===== src/rtl/ddr_burst_arbiter_if.sv =====
// Bundle of requester-side and controller-side signals of the DDR burst
// arbiter. The arbiter uses the master view; the environment (requesters and
// ddr_controller model) uses the slave view.
interface ddr_burst_arbiter_if #(
   parameter int DDR_ADDR_WIDTH = 28,
   parameter int LEN_WIDTH      = 10,
   parameter int NPORT          = 3
);
   logic                      init_calib_complete;
   logic [NPORT-1:0]          req;
   logic [DDR_ADDR_WIDTH-1:0] addr_p0, addr_p1, addr_p2;
   logic [LEN_WIDTH-1:0]      len_p0, len_p1, len_p2;
   logic [NPORT-1:0]          grant;
   logic [NPORT-1:0]          done;
   logic [NPORT-1:0]          beat;
   logic                      rd_burst_req, wr_burst_req;
   logic [DDR_ADDR_WIDTH-1:0] rd_burst_addr, wr_burst_addr;
   logic [LEN_WIDTH-1:0]      rd_burst_len, wr_burst_len;
   logic                      rd_burst_data_valid, wr_burst_data_req;
   logic                      rd_burst_finish, wr_burst_finish;
   logic                      busy;
   logic                      len_err;

   modport master (
      input  init_calib_complete, req,
      input  addr_p0, addr_p1, addr_p2, len_p0, len_p1, len_p2,
      input  rd_burst_data_valid, wr_burst_data_req,
      input  rd_burst_finish, wr_burst_finish,
      output grant, done, beat,
      output rd_burst_req, wr_burst_req,
      output rd_burst_addr, wr_burst_addr, rd_burst_len, wr_burst_len,
      output busy, len_err
   );

   modport slave (
      output init_calib_complete, req,
      output addr_p0, addr_p1, addr_p2, len_p0, len_p1, len_p2,
      output rd_burst_data_valid, wr_burst_data_req,
      output rd_burst_finish, wr_burst_finish,
      input  grant, done, beat,
      input  rd_burst_req, wr_burst_req,
      input  rd_burst_addr, wr_burst_addr, rd_burst_len, wr_burst_len,
      input  busy, len_err
   );
endinterface


===== src/rtl/ddr_burst_arbiter.sv =====
// Round-robin arbiter sharing the single ddr_controller burst interface
// between instruction fetch (port 0), data read (port 1) and data store
// (port 2). Latches the winner's address/length, holds the burst request
// until finish, steers beat strobes to the granted port and flags bursts
// whose beat count differs from the requested length.
module ddr_burst_arbiter #(
   parameter int DDR_ADDR_WIDTH = 28,
   parameter int LEN_WIDTH      = 10,
   parameter int NPORT          = 3
) (
   input  logic                 clk,
   input  logic                 rst_n,
   ddr_burst_arbiter_if.master  bus
);

   typedef enum logic [1:0] {IDLE, RD_BURST, WR_BURST, DONE} state_t;

   localparam logic [1:0]           WR_PORT = 2'd2;
   localparam logic [LEN_WIDTH-1:0] LEN_MAX = '1;

   state_t                    state;
   logic [1:0]                rr;
   logic [1:0]                port;
   logic [NPORT-1:0]          grant_q;
   logic [NPORT-1:0]          done_q;
   logic                      rd_req_q, wr_req_q;
   logic                      busy_q, len_err_q;
   logic [DDR_ADDR_WIDTH-1:0] addr_q;
   logic [LEN_WIDTH-1:0]      len_q;
   logic [LEN_WIDTH-1:0]      beat_cnt;
   logic                      sat_q;

   logic                      win_valid;
   logic [1:0]                win_port;
   logic [DDR_ADDR_WIDTH-1:0] win_addr;
   logic [LEN_WIDTH-1:0]      win_len;
   logic [1:0]                cand0, cand1, cand2;
   logic                      beat_in;
   logic                      burst_finish;

   function automatic logic [1:0] next_port(input logic [1:0] p);
      return (p == 2'(NPORT - 1)) ? 2'd0 : p + 2'd1;
   endfunction

   function automatic logic [NPORT-1:0] onehot(input logic [1:0] p);
      return {{(NPORT-1){1'b0}}, 1'b1} << p;
   endfunction

   // Round-robin scan order starting at the pointer.
   assign cand0 = rr;
   assign cand1 = next_port(cand0);
   assign cand2 = next_port(cand1);

   // First requester in scan order wins; mux its address and length.
   always_comb begin
      // NOTE: every signal assigned here gets a default first, so no path leaves one unassigned and no latch is inferred.
      win_valid = 1'b1;
      win_port  = cand0;
      win_addr  = bus.addr_p0;
      win_len   = bus.len_p0;
      if (bus.req[cand0])      win_port = cand0;
      else if (bus.req[cand1]) win_port = cand1;
      else if (bus.req[cand2]) win_port = cand2;
      else                     win_valid = 1'b0;
      case (win_port)
         2'd1: begin
            win_addr = bus.addr_p1;
            win_len  = bus.len_p1;
         end
         2'd2: begin
            win_addr = bus.addr_p2;
            win_len  = bus.len_p2;
         end
         default: ;
      endcase
   end

   // Controller strobe and finish of the active direction only; the other direction is ignored.
   always_comb begin
      beat_in      = 1'b0;
      burst_finish = 1'b0;
      case (state)
         RD_BURST: begin
            beat_in      = bus.rd_burst_data_valid;
            burst_finish = bus.rd_burst_finish;
         end
         WR_BURST: begin
            beat_in      = bus.wr_burst_data_req;
            burst_finish = bus.wr_burst_finish;
         end
         default: ;
      endcase
   end

   assign bus.beat          = grant_q & {NPORT{beat_in}};
   assign bus.grant         = grant_q;
   assign bus.done          = done_q;
   assign bus.rd_burst_req  = rd_req_q;
   assign bus.wr_burst_req  = wr_req_q;
   assign bus.rd_burst_addr = addr_q;
   assign bus.wr_burst_addr = addr_q;
   assign bus.rd_burst_len  = len_q;
   assign bus.wr_burst_len  = len_q;
   assign bus.busy          = busy_q;
   assign bus.len_err       = len_err_q;

   // Arbitration FSM with registered grant, burst request, done and status outputs.
   always_ff @(posedge clk or negedge rst_n) begin
      // NOTE: the latched address/length are reset as well, so the controller-facing outputs are defined from reset on.
      if (!rst_n) begin
         state     <= IDLE;
         rr        <= 2'd0;
         port      <= 2'd0;
         grant_q   <= '0;
         done_q    <= '0;
         rd_req_q  <= 1'b0;
         wr_req_q  <= 1'b0;
         busy_q    <= 1'b0;
         len_err_q <= 1'b0;
         addr_q    <= '0;
         len_q     <= '0;
         beat_cnt  <= '0;
         sat_q     <= 1'b0;
      end else begin
         // NOTE: non-blocking assignments so every register updates from the values before this edge.
         done_q <= '0;
         case (state)
            IDLE: begin
               if (bus.init_calib_complete && win_valid) begin
                  port    <= win_port;
                  addr_q  <= win_addr;
                  len_q   <= win_len;
                  grant_q <= onehot(win_port);
                  busy_q  <= 1'b1;
                  if (win_len == '0) begin
                     state  <= DONE;
                     done_q <= onehot(win_port);
                  end else if (win_port == WR_PORT) begin
                     state    <= WR_BURST;
                     wr_req_q <= 1'b1;
                  end else begin
                     state    <= RD_BURST;
                     rd_req_q <= 1'b1;
                  end
               end
            end
            RD_BURST, WR_BURST: begin
               if (beat_in) begin
                  if (beat_cnt == LEN_MAX) sat_q <= 1'b1;
                  else                     beat_cnt <= beat_cnt + 1'b1;
               end
               if (burst_finish) begin
                  state    <= DONE;
                  rd_req_q <= 1'b0;
                  wr_req_q <= 1'b0;
                  done_q   <= grant_q;
               end
            end
            DONE: begin
               if ((len_q != '0) && (sat_q || (beat_cnt != len_q))) len_err_q <= 1'b1;
               rr       <= next_port(port);
               beat_cnt <= '0;
               sat_q    <= 1'b0;
               grant_q  <= '0;
               busy_q   <= 1'b0;
               state    <= IDLE;
            end
            default: state <= IDLE;
         endcase
      end
   end

endmodule


===== src/flat_wrapper.sv =====
// flat-port wrapper written by rule: the top's interface ports become plain ports
module ddr_burst_arbiter_flat 
#(
   parameter int DDR_ADDR_WIDTH = 28,
   parameter int LEN_WIDTH      = 10,
   parameter int NPORT          = 3
)
  (clk, rst_n, bus_init_calib_complete, bus_req, bus_addr_p0, bus_addr_p1, bus_addr_p2, bus_len_p0, bus_len_p1, bus_len_p2, bus_rd_burst_data_valid, bus_wr_burst_data_req, bus_rd_burst_finish, bus_wr_burst_finish, bus_grant, bus_done, bus_beat, bus_rd_burst_req, bus_wr_burst_req, bus_rd_burst_addr, bus_wr_burst_addr, bus_rd_burst_len, bus_wr_burst_len, bus_busy, bus_len_err);
  ddr_burst_arbiter_if #(.DDR_ADDR_WIDTH(DDR_ADDR_WIDTH), .LEN_WIDTH(LEN_WIDTH), .NPORT(NPORT)) bus_i ();
  input  logic clk;
  input  logic rst_n;
  input wire logic [$bits(bus_i.init_calib_complete)-1:0] bus_init_calib_complete;
  input wire logic [$bits(bus_i.req)-1:0] bus_req;
  input wire logic [$bits(bus_i.addr_p0)-1:0] bus_addr_p0;
  input wire logic [$bits(bus_i.addr_p1)-1:0] bus_addr_p1;
  input wire logic [$bits(bus_i.addr_p2)-1:0] bus_addr_p2;
  input wire logic [$bits(bus_i.len_p0)-1:0] bus_len_p0;
  input wire logic [$bits(bus_i.len_p1)-1:0] bus_len_p1;
  input wire logic [$bits(bus_i.len_p2)-1:0] bus_len_p2;
  input wire logic [$bits(bus_i.rd_burst_data_valid)-1:0] bus_rd_burst_data_valid;
  input wire logic [$bits(bus_i.wr_burst_data_req)-1:0] bus_wr_burst_data_req;
  input wire logic [$bits(bus_i.rd_burst_finish)-1:0] bus_rd_burst_finish;
  input wire logic [$bits(bus_i.wr_burst_finish)-1:0] bus_wr_burst_finish;
  output wire logic [$bits(bus_i.grant)-1:0] bus_grant;
  output wire logic [$bits(bus_i.done)-1:0] bus_done;
  output wire logic [$bits(bus_i.beat)-1:0] bus_beat;
  output wire logic [$bits(bus_i.rd_burst_req)-1:0] bus_rd_burst_req;
  output wire logic [$bits(bus_i.wr_burst_req)-1:0] bus_wr_burst_req;
  output wire logic [$bits(bus_i.rd_burst_addr)-1:0] bus_rd_burst_addr;
  output wire logic [$bits(bus_i.wr_burst_addr)-1:0] bus_wr_burst_addr;
  output wire logic [$bits(bus_i.rd_burst_len)-1:0] bus_rd_burst_len;
  output wire logic [$bits(bus_i.wr_burst_len)-1:0] bus_wr_burst_len;
  output wire logic [$bits(bus_i.busy)-1:0] bus_busy;
  output wire logic [$bits(bus_i.len_err)-1:0] bus_len_err;
  assign bus_i.init_calib_complete = bus_init_calib_complete;
  assign bus_i.req = bus_req;
  assign bus_i.addr_p0 = bus_addr_p0;
  assign bus_i.addr_p1 = bus_addr_p1;
  assign bus_i.addr_p2 = bus_addr_p2;
  assign bus_i.len_p0 = bus_len_p0;
  assign bus_i.len_p1 = bus_len_p1;
  assign bus_i.len_p2 = bus_len_p2;
  assign bus_i.rd_burst_data_valid = bus_rd_burst_data_valid;
  assign bus_i.wr_burst_data_req = bus_wr_burst_data_req;
  assign bus_i.rd_burst_finish = bus_rd_burst_finish;
  assign bus_i.wr_burst_finish = bus_wr_burst_finish;
  assign bus_grant = bus_i.grant;
  assign bus_done = bus_i.done;
  assign bus_beat = bus_i.beat;
  assign bus_rd_burst_req = bus_i.rd_burst_req;
  assign bus_wr_burst_req = bus_i.wr_burst_req;
  assign bus_rd_burst_addr = bus_i.rd_burst_addr;
  assign bus_wr_burst_addr = bus_i.wr_burst_addr;
  assign bus_rd_burst_len = bus_i.rd_burst_len;
  assign bus_wr_burst_len = bus_i.wr_burst_len;
  assign bus_busy = bus_i.busy;
  assign bus_len_err = bus_i.len_err;
  ddr_burst_arbiter #(.DDR_ADDR_WIDTH(DDR_ADDR_WIDTH), .LEN_WIDTH(LEN_WIDTH), .NPORT(NPORT)) u_core (.clk(clk), .rst_n(rst_n), .bus(bus_i));
endmodule

===== config.mk =====
export PLATFORM = sky130hd
export DESIGN_NAME = ddr_burst_arbiter_flat
export DESIGN_NICKNAME = d
export VERILOG_FILES = /design/src/rtl/ddr_burst_arbiter_if.sv /design/src/rtl/ddr_burst_arbiter.sv /design/src/flat_wrapper.sv
export SDC_FILE = /design/constraint.sdc
export NUM_CORES = 1
export LEC_CHECK = 0
export ABC_AREA = 1
export CAP_MARGIN = 5
export CORE_ASPECT_RATIO = 1.75
export CORE_MARGIN = 3
export CORE_UTILIZATION = 40
export CTS_BUF_LIST = sky130_fd_sc_hd__clkbuf_16
export DETAILED_ROUTE_END_ITERATION = 10
export PLACE_DENSITY = 0.82
export SETUP_SLACK_MARGIN = 0.05
export SYNTH_ARGS = -nofsm -noshare
export SYNTH_HDL_FRONTEND = slang
export SYNTH_SLANG_ARGS = --single-unit

===== constraint.sdc =====
create_clock -name clk -period 4.95 [get_ports clk]
set_clock_uncertainty 0.1 [all_clocks]
set_input_delay 0.7425 -clock clk [delete_from_list [all_inputs] [get_ports clk]]
set_output_delay 0.7425 -clock clk [all_outputs]
set_load 0.03 [all_outputs]

==> results.yml, run 1 <==
global_route:
  grt-ovfl-total: 0
  antenna_found_initial: 0
  grt_max_degree: 66
  first_global_vias: 4694
  grt_pass1_wl_um: 22900
  gr-usage-all-layers_pct: 22.9
sta:
  fin_crit_ps: 3830
  period_share_pct: 77.4
  setup_viol: 0
  worst-slew-pin-transition_ps: 934
  hold_viol: 0
  rsz0062_at_grt: "false"
  setup_tns_ps: 0
  fmax_ghz: 0.261
  slew_violations: 0
  max_slew_margin_pct: 37.7
routing:
  viasPerCell: 5.28
  antenna_left: 0
  wl_per_cell_um: 16.9
  vias: 4501
  wirelength_um: 14400
  drt_drc_violations_left: 0
  drt_first_pass_iters: 5
  drt_iter0_markers: 197
clocking:
  post_cts_resized: 0
  cts-hold-fix-buffers: 0
  cts_tree: "yes"
  cts_setup_buffers: 0
  clkTransAtPathRegs_ps: 60
  clk-insertion-delay-late_ps: 330
  clk_root_buffer_cell: "clkbuf_16"
  cts.sinks: 65
  cts.htree.levels: 3
  numCtsBuffers: 9
  cts_max_path_buffers: 2
yosys:
  ys_seq_elements: 65
  synth_fp_nets: 683
  syn-mean-instance-area_um2: 8.18
  ys_types: 35
  netlist.area_leader.share_pct: 36.2
  syn_area_um2: 4500
  seq_area_frac_synth_pct: 36.2
  synth_cells: 550
  netlist_top_cells_area: "dfrtp_1, nand2_1, o21ai_2, buf_4, a221o_1"
  yosysWarnings: 0
  yosysTopAreaCell: "dfrtp_1"
layout:
  mostFrequentLayoutCell: "clkdlybuf4s50_1"
  antenna_cells: 0
  areaGrowthSynthToFinish_pct: 48.7
  fin_area_um2: 6690
  final_cell_mix: "clkdlybuf4s50_1, nand2_1, dfrtp_1"
  nets: 850
  fill_cells: 940
  drive_above_1_share_pct: 16.2
  seq_area_um2: 1630
  multiInputGateArea_um2: 2220
critical_path:
  path_cells: "clkdlybuf4s50_1, nand3_1, nand2_2, o31ai_1, nand2_1, nand2_1, inv_1, ha_1, inv_1, buf_4, nand2_1, nand2_1, nor2_1, nand3_2, nor2_2, nand2_1, a21oi_1"
  cp.required_ps: 5090
  crit_path_max_incr_delay_ps: 710
  crit_arrival_ps: 3970
  crit_fanout: 29
  crit_top_cell: "nand2_1"
  r2r_start: "u_core.cand0[1]$_DFFE_PN0P_"
  r2r_slack_ps: 1470
  cp.depth: 17
  reg2reg_to: "u_core.bus.done[1]$_DFF_PN0_"
  path_buf_inv: 4
  reg2reg_depth: 18
  critPathKind: "in -> reg"
  cpMaxStageDelayCell: "ha_1"
  worst_setup_path_end_kind: "register"
  cp_top_family: "simple AND/OR/NAND/NOR gates"
  critPathLaunchType: "input port"
  critPathLaunch: "bus_req[2]"
power_and_ir_drop:
  p_leak_nw: 2.91
  power_mw: 5.37
  power_density_nw_per_um2: 803
  ir_worst_vdd_uv: 525
floorplan:
  fp.coreArea_um2: 10800
  initial_core_util_pct: 41.6
  pin_count: 213
  rows: 50
  dieHeight_um: 146
  die-area_um2: 12600
  die_w_um: 86.2
min_path:
  worstHoldEndpoint: "u_core.bus.len_err$_DFFE_PN0P_"
  hold_start: "u_core.bus.len_err$_DFFE_PN0P_"
  hold_path_class: "reg -> reg"
  min_path_cells: 1
status:
  status: "complete, no violations"
place:
  place_area_um2: 6360
  place_congestion: 0.910
  dp_hpwl_um: 11300
  portBuffers: 212
flow_run:
  max_cap_violations: 0
[metal layers]
layer / part of all wire [%] / global-route usage (%) / wire length, um
met5: 0 / 0 / 0
met4: 4.1 / 11.1 / 595
met3: 5.6 / 4.86 / 802
met2: 56 / 42.7 / 8100
met1: 34 / 23.3 / 4940
[area by class of cell]
class / instances / share of cell area [%]
Multi-Input combinational cell: 375 / 33.2
Timing Repair Buffer: 222 / 32.8
Sequential cell: 65 / 24.3
Clock buffer: 9 / 3.37
Inverter: 44 / 2.47
Tap cell: 130 / 2.43
Clock inverter: 7 / 1.42
[power breakdown]
part,internal [mW],total [mW],switching [mW]
clock network,0.440,0.679,0.239
registers,0.730,0.971,0.240
logic,1.46,3.72,2.26
total,2.63,5.37,2.74
[synthesized netlist by cell type]
master,instances
xnor2_1,3
a21o_1,1
buf_6,1
nand3_2,2
o22ai_1,4
buf_4,38
nand3b_1,2
ha_1,9
buf_1,5
nand2_1,113
nor2_2,4
o31ai_1,1
xor2_1,1
o21ai_2,42
o21ai_1,1
buf_12,5
nor3_1,3
inv_1,42
or2_2,9
nand4_1,8
dfrtp_1,65
nor4_1,2
o2111ai_1,2
buf_2,4
inv_2,2
clkbuf_2,2
a31oi_1,1
nand2_4,7
o21ai_0,42
clkbuf_1,11
nand3_1,29
a221o_1,28
nand2_2,24
a21oi_1,11
nor2_1,26
[stage by stage]
| stage | hold slack (ps) | util [%] | std cells | worst slack [ps] |
|---|---|---|---|---|
| after global routing | 381 | 61.8 | 852 | 741 |
| after floorplan | 347 | - | 550 | 2040 |
| after global placement | 354 | 58.8 | 835 | 998 |
| after CTS | 378 | 61.7 | 851 | 1120 |
| final | 377 | 61.8 | 852 | 1120 |
| after detailed placement | 363 | 58.8 | 835 | 840 |
[kinds of logic after synthesis]
group | synth area share [%]
AOI/OAI and AO/OA | 21.8
buffers and inverters | 14.5
DFF | 36.2
and+or+nand+nor | 24.2
xor gates and xnor gates | 0.779
adders and majority gates | 2.50
[worst max path at each step]
stage | end | slack, ps
2_1_floorplan | u_core.bus.done[1]$_DFF_PN0_ | 2040
3_3_place_gp | u_core.bus.done[2]$_DFF_PN0_ | 1000
3_5_place_dp | u_core.bus.done[1]$_DFF_PN0_ | 840
4_1_cts | u_core.bus.done[1]$_DFF_PN0_ | 1120
5_1_grt | u_core.bus.done[1]$_DFF_PN0_ | 740
6_report | u_core.bus.done[1]$_DFF_PN0_ | 1120
[sequential cells by signal, summed over array words and instances, names as in the netlist]
name / flops
u_core.bus.busy: 1
u_core.port: 2
u_core.bus.done: 3
u_core.sat_q: 1
u_core.bus.rd_burst_req: 1
u_core.bus.wr_burst_req: 1
u_core.state: 2
u_core.bus.rd_burst_len: 10
u_core.bus.len_err: 1
u_core.bus.grant: 3
u_core.bus.rd_burst_addr: 28
u_core.cand0: 2
u_core.beat_cnt: 10
(Power assumes the default switching activity.)
==> run 2, diff against run 1 <==
CORE_UTILIZATION = 38   (was 40)
PLACE_DENSITY = 0.81   (was 0.82)
clock period = 3.1 ns   (was 4.95 ns; I/O delays follow)
==> run 2 against run 1 <==
  * Utilization decreased by 1.0 points
  * Critical path type unchanged
  * Final area increased by 5.3%
  * Largest power group unchanged
  * Register-to-register slack got worse by 1200 ps
  * Die area increased by 5.0%
  * Clock-buffer cell count unchanged
  * Sequential cell count unchanged
==> results.yml, run 2 (synthesized netlist as in run 1, its figures left out) <==
floorplan:
  initial_core_util_pct: 38.8
  pin_count: 213
  die_w_um: 88.2
  rows: 52
  die-area_um2: 13200
  fp.coreArea_um2: 11600
  dieHeight_um: 150
clocking:
  cts-hold-fix-buffers: 0
  cts_tree: "yes"
  numCtsBuffers: 9
  cts_max_path_buffers: 2
  cts.sinks: 65
  clkTransAtPathRegs_ps: 50
  cts.htree.levels: 3
  clk_root_buffer_cell: "clkbuf_16"
  clk-insertion-delay-late_ps: 330
flow_run:
  max_cap_violations: 0
routing:
  wl_per_cell_um: 16.6
  wirelength_um: 14700
  drt_drc_violations_left: 0
  antenna_left: 0
  vias: 4579
  drt_iter0_markers: 211
  drt_first_pass_iters: 4
  viasPerCell: 5.17
sta:
  fin_crit_ps: 2860
  hold-worst-slack_ps: 47.0
  period_share_pct: 92.4
  worst-slew-pin-transition_ps: 578
  rsz0062_at_grt: "true"
  fmax_ghz: 0.349
  hold_viol: 0
  setup_viol: 0
  slew_violations: 0
  max_slew_margin_pct: 61.3
critical_path:
  crit_top_cell: "nand2_1"
  cp.required_ps: 3250
  critPathKind: "in -> reg"
  cpMaxStageDelayCell: "clkdlybuf4s50_1"
  crit_arrival_ps: 3010
  path_cells: "clkdlybuf4s50_1, nand3b_1, nand3b_1, nand2_1, nand2_1, nand2_1, nand2_2, buf_4, inv_1, ha_1, buf_12, nand2_1, nand3_1, nand2_1, nand2_1, nor2_4, nand3_4, o21ai_1, nor2_1, a21oi_1"
  crit_fanout: 19
  critPathLaunchType: "input port"
  crit_path_max_incr_delay_ps: 440
  worst_setup_path_end_kind: "register"
layout:
  mostFrequentLayoutCell: "clkdlybuf4s50_1"
  final_cell_mix: "clkdlybuf4s50_1, nand2_1, dfrtp_1"
  areaGrowthSynthToFinish_pct: 56.5
  largest_register_ffs: 28
  nets: 878
  antenna_cells: 0
  drive_above_1_share_pct: 20.4
global_route:
  met2_usage_pct: 41.0
  busiest_layer: "met2"
  use_met3_pct: 4.63
  gr-usage-all-layers_pct: 22.2
  first_global_vias: 4688
  antenna_found_initial: 0
  grt_pass1_wl_um: 22900
  grt_util_met1_pct: 23.2
  grt_max_degree: 66
  grt-ovfl-total: 0
power_and_ir_drop:
  swShare_pct: 49.0
  power_frac_seq_pct: 16.7
  ir_worst_vdd_uv: 782
  clkPwrFrac_pct: 10.2
  share_comb_of_total_power_pct: 73.1
  p_leak_nw: 3.11
  p_sw_mw: 4.58
  power_density_nw_per_um2: 1330
  internal_power_mw: 4.76
  power_mw: 9.34
place:
  place_congestion: 0.883
  portBuffers: 212
  dp_hpwl_um: 11600
min_path:
  hold_path_class: "in -> async"
status:
  status: "complete, no violations"
run 2: changes by cell type in the layout (fill, tap and decap cells not counted), moves of 3 or more:
cell	before	now
buf_12	0	7
buf_4	10	31
clkdlybuf4s50_1	211	208
clkinv_1	0	3
dlymetal6s2s_1	0	3
nor2_1	26	23
nor2_4	0	4
run 2: worst paths after layout:
check / endpoint / startpoint / slack, ps / cells after the start
max: u_core.state[0]$_DFFE_PN0P_ / bus_req[0] / 240 / 20
min: u_core.beat_cnt[1]$_DFFE_PN0P_ / rst_n / 50 / 2
max reg2reg: u_core.state[0]$_DFFE_PN0P_ / u_core.cand0[1]$_DFFE_PN0P_ / 280 / 20
min reg2reg: u_core.bus.len_err$_DFFE_PN0P_ / u_core.bus.len_err$_DFFE_PN0P_ / 370 / 1
max in group asynchronous: u_core.cand0[0]$_DFFE_PN0P_ / rst_n / 2550 / 2
min in group clk: u_core.bus.len_err$_DFFE_PN0P_ / u_core.bus.len_err$_DFFE_PN0P_ / 370 / 1
run 2: what timing repair did:
| item | 4_1_cts | 5_1_grt |
|---|---|---|
| pin swaps | 2 | 1 |
| gates resized for setup | 6 | 17 |
| endpoints found under the setup margin | 6 | 10 |
| buffers inserted | 0 | 0 |
run 2: worst max-delay path, delay by kind of cell:
kind	cells	cell delay, ps
simple gates	13	1290
buf+inv	4	780
compound gates	2	260
fa+ha+maj	1	220
run 2: final cells by class:
cell class | instances | area (um^2)
clock inverter | 7 | 53.8
fill | 1025 | 4540
clock buffer | 9 | 225
inverter | 44 | 165
sequential | 65 | 1630
tap | 135 | 169
timing repair buffer | 250 | 2500
multi-input combinational | 375 | 2300
run 2: through the flow:
| stage | util, % | instance area [um^2] | std cells | setup WS, ps | TNS [ps] |
|---|---|---|---|---|---|
| final | 60.8 | 7040 | 885 | 236 | 0 |
| after global routing | 60.8 | 7040 | 885 | 39.0 | 0 |
| after CTS | 60.2 | 6980 | 885 | 53.8 | 0 |
| after detailed placement | 57.6 | 6670 | 869 | -355 | -2320 |
| after global placement | 57.6 | 6670 | 869 | -234 | -1410 |
| after floorplan | - | 4500 | 550 | 438 | 0 |
run 2: per-layer routing:
layer	vias to the layer above	part of all wire, %
met4	0	3.2
met3	32	5.3
met2	174	57
li1	2221	-
met1	2152	35
met5	-	0
run 2: power groups by stage:
stage | Combinational [mW] | Sequential (mW) | Clock (mW)
global route | 7.39 | 1.60 | 1.01
detailed placement | 6.70 | 1.55 | 0
global placement | 6.51 | 1.54 | 0
CTS | 6.77 | 1.55 | 0.971
floorplan | 3.91 | 1.93 | 0
finish | 6.83 | 1.56 | 0.953
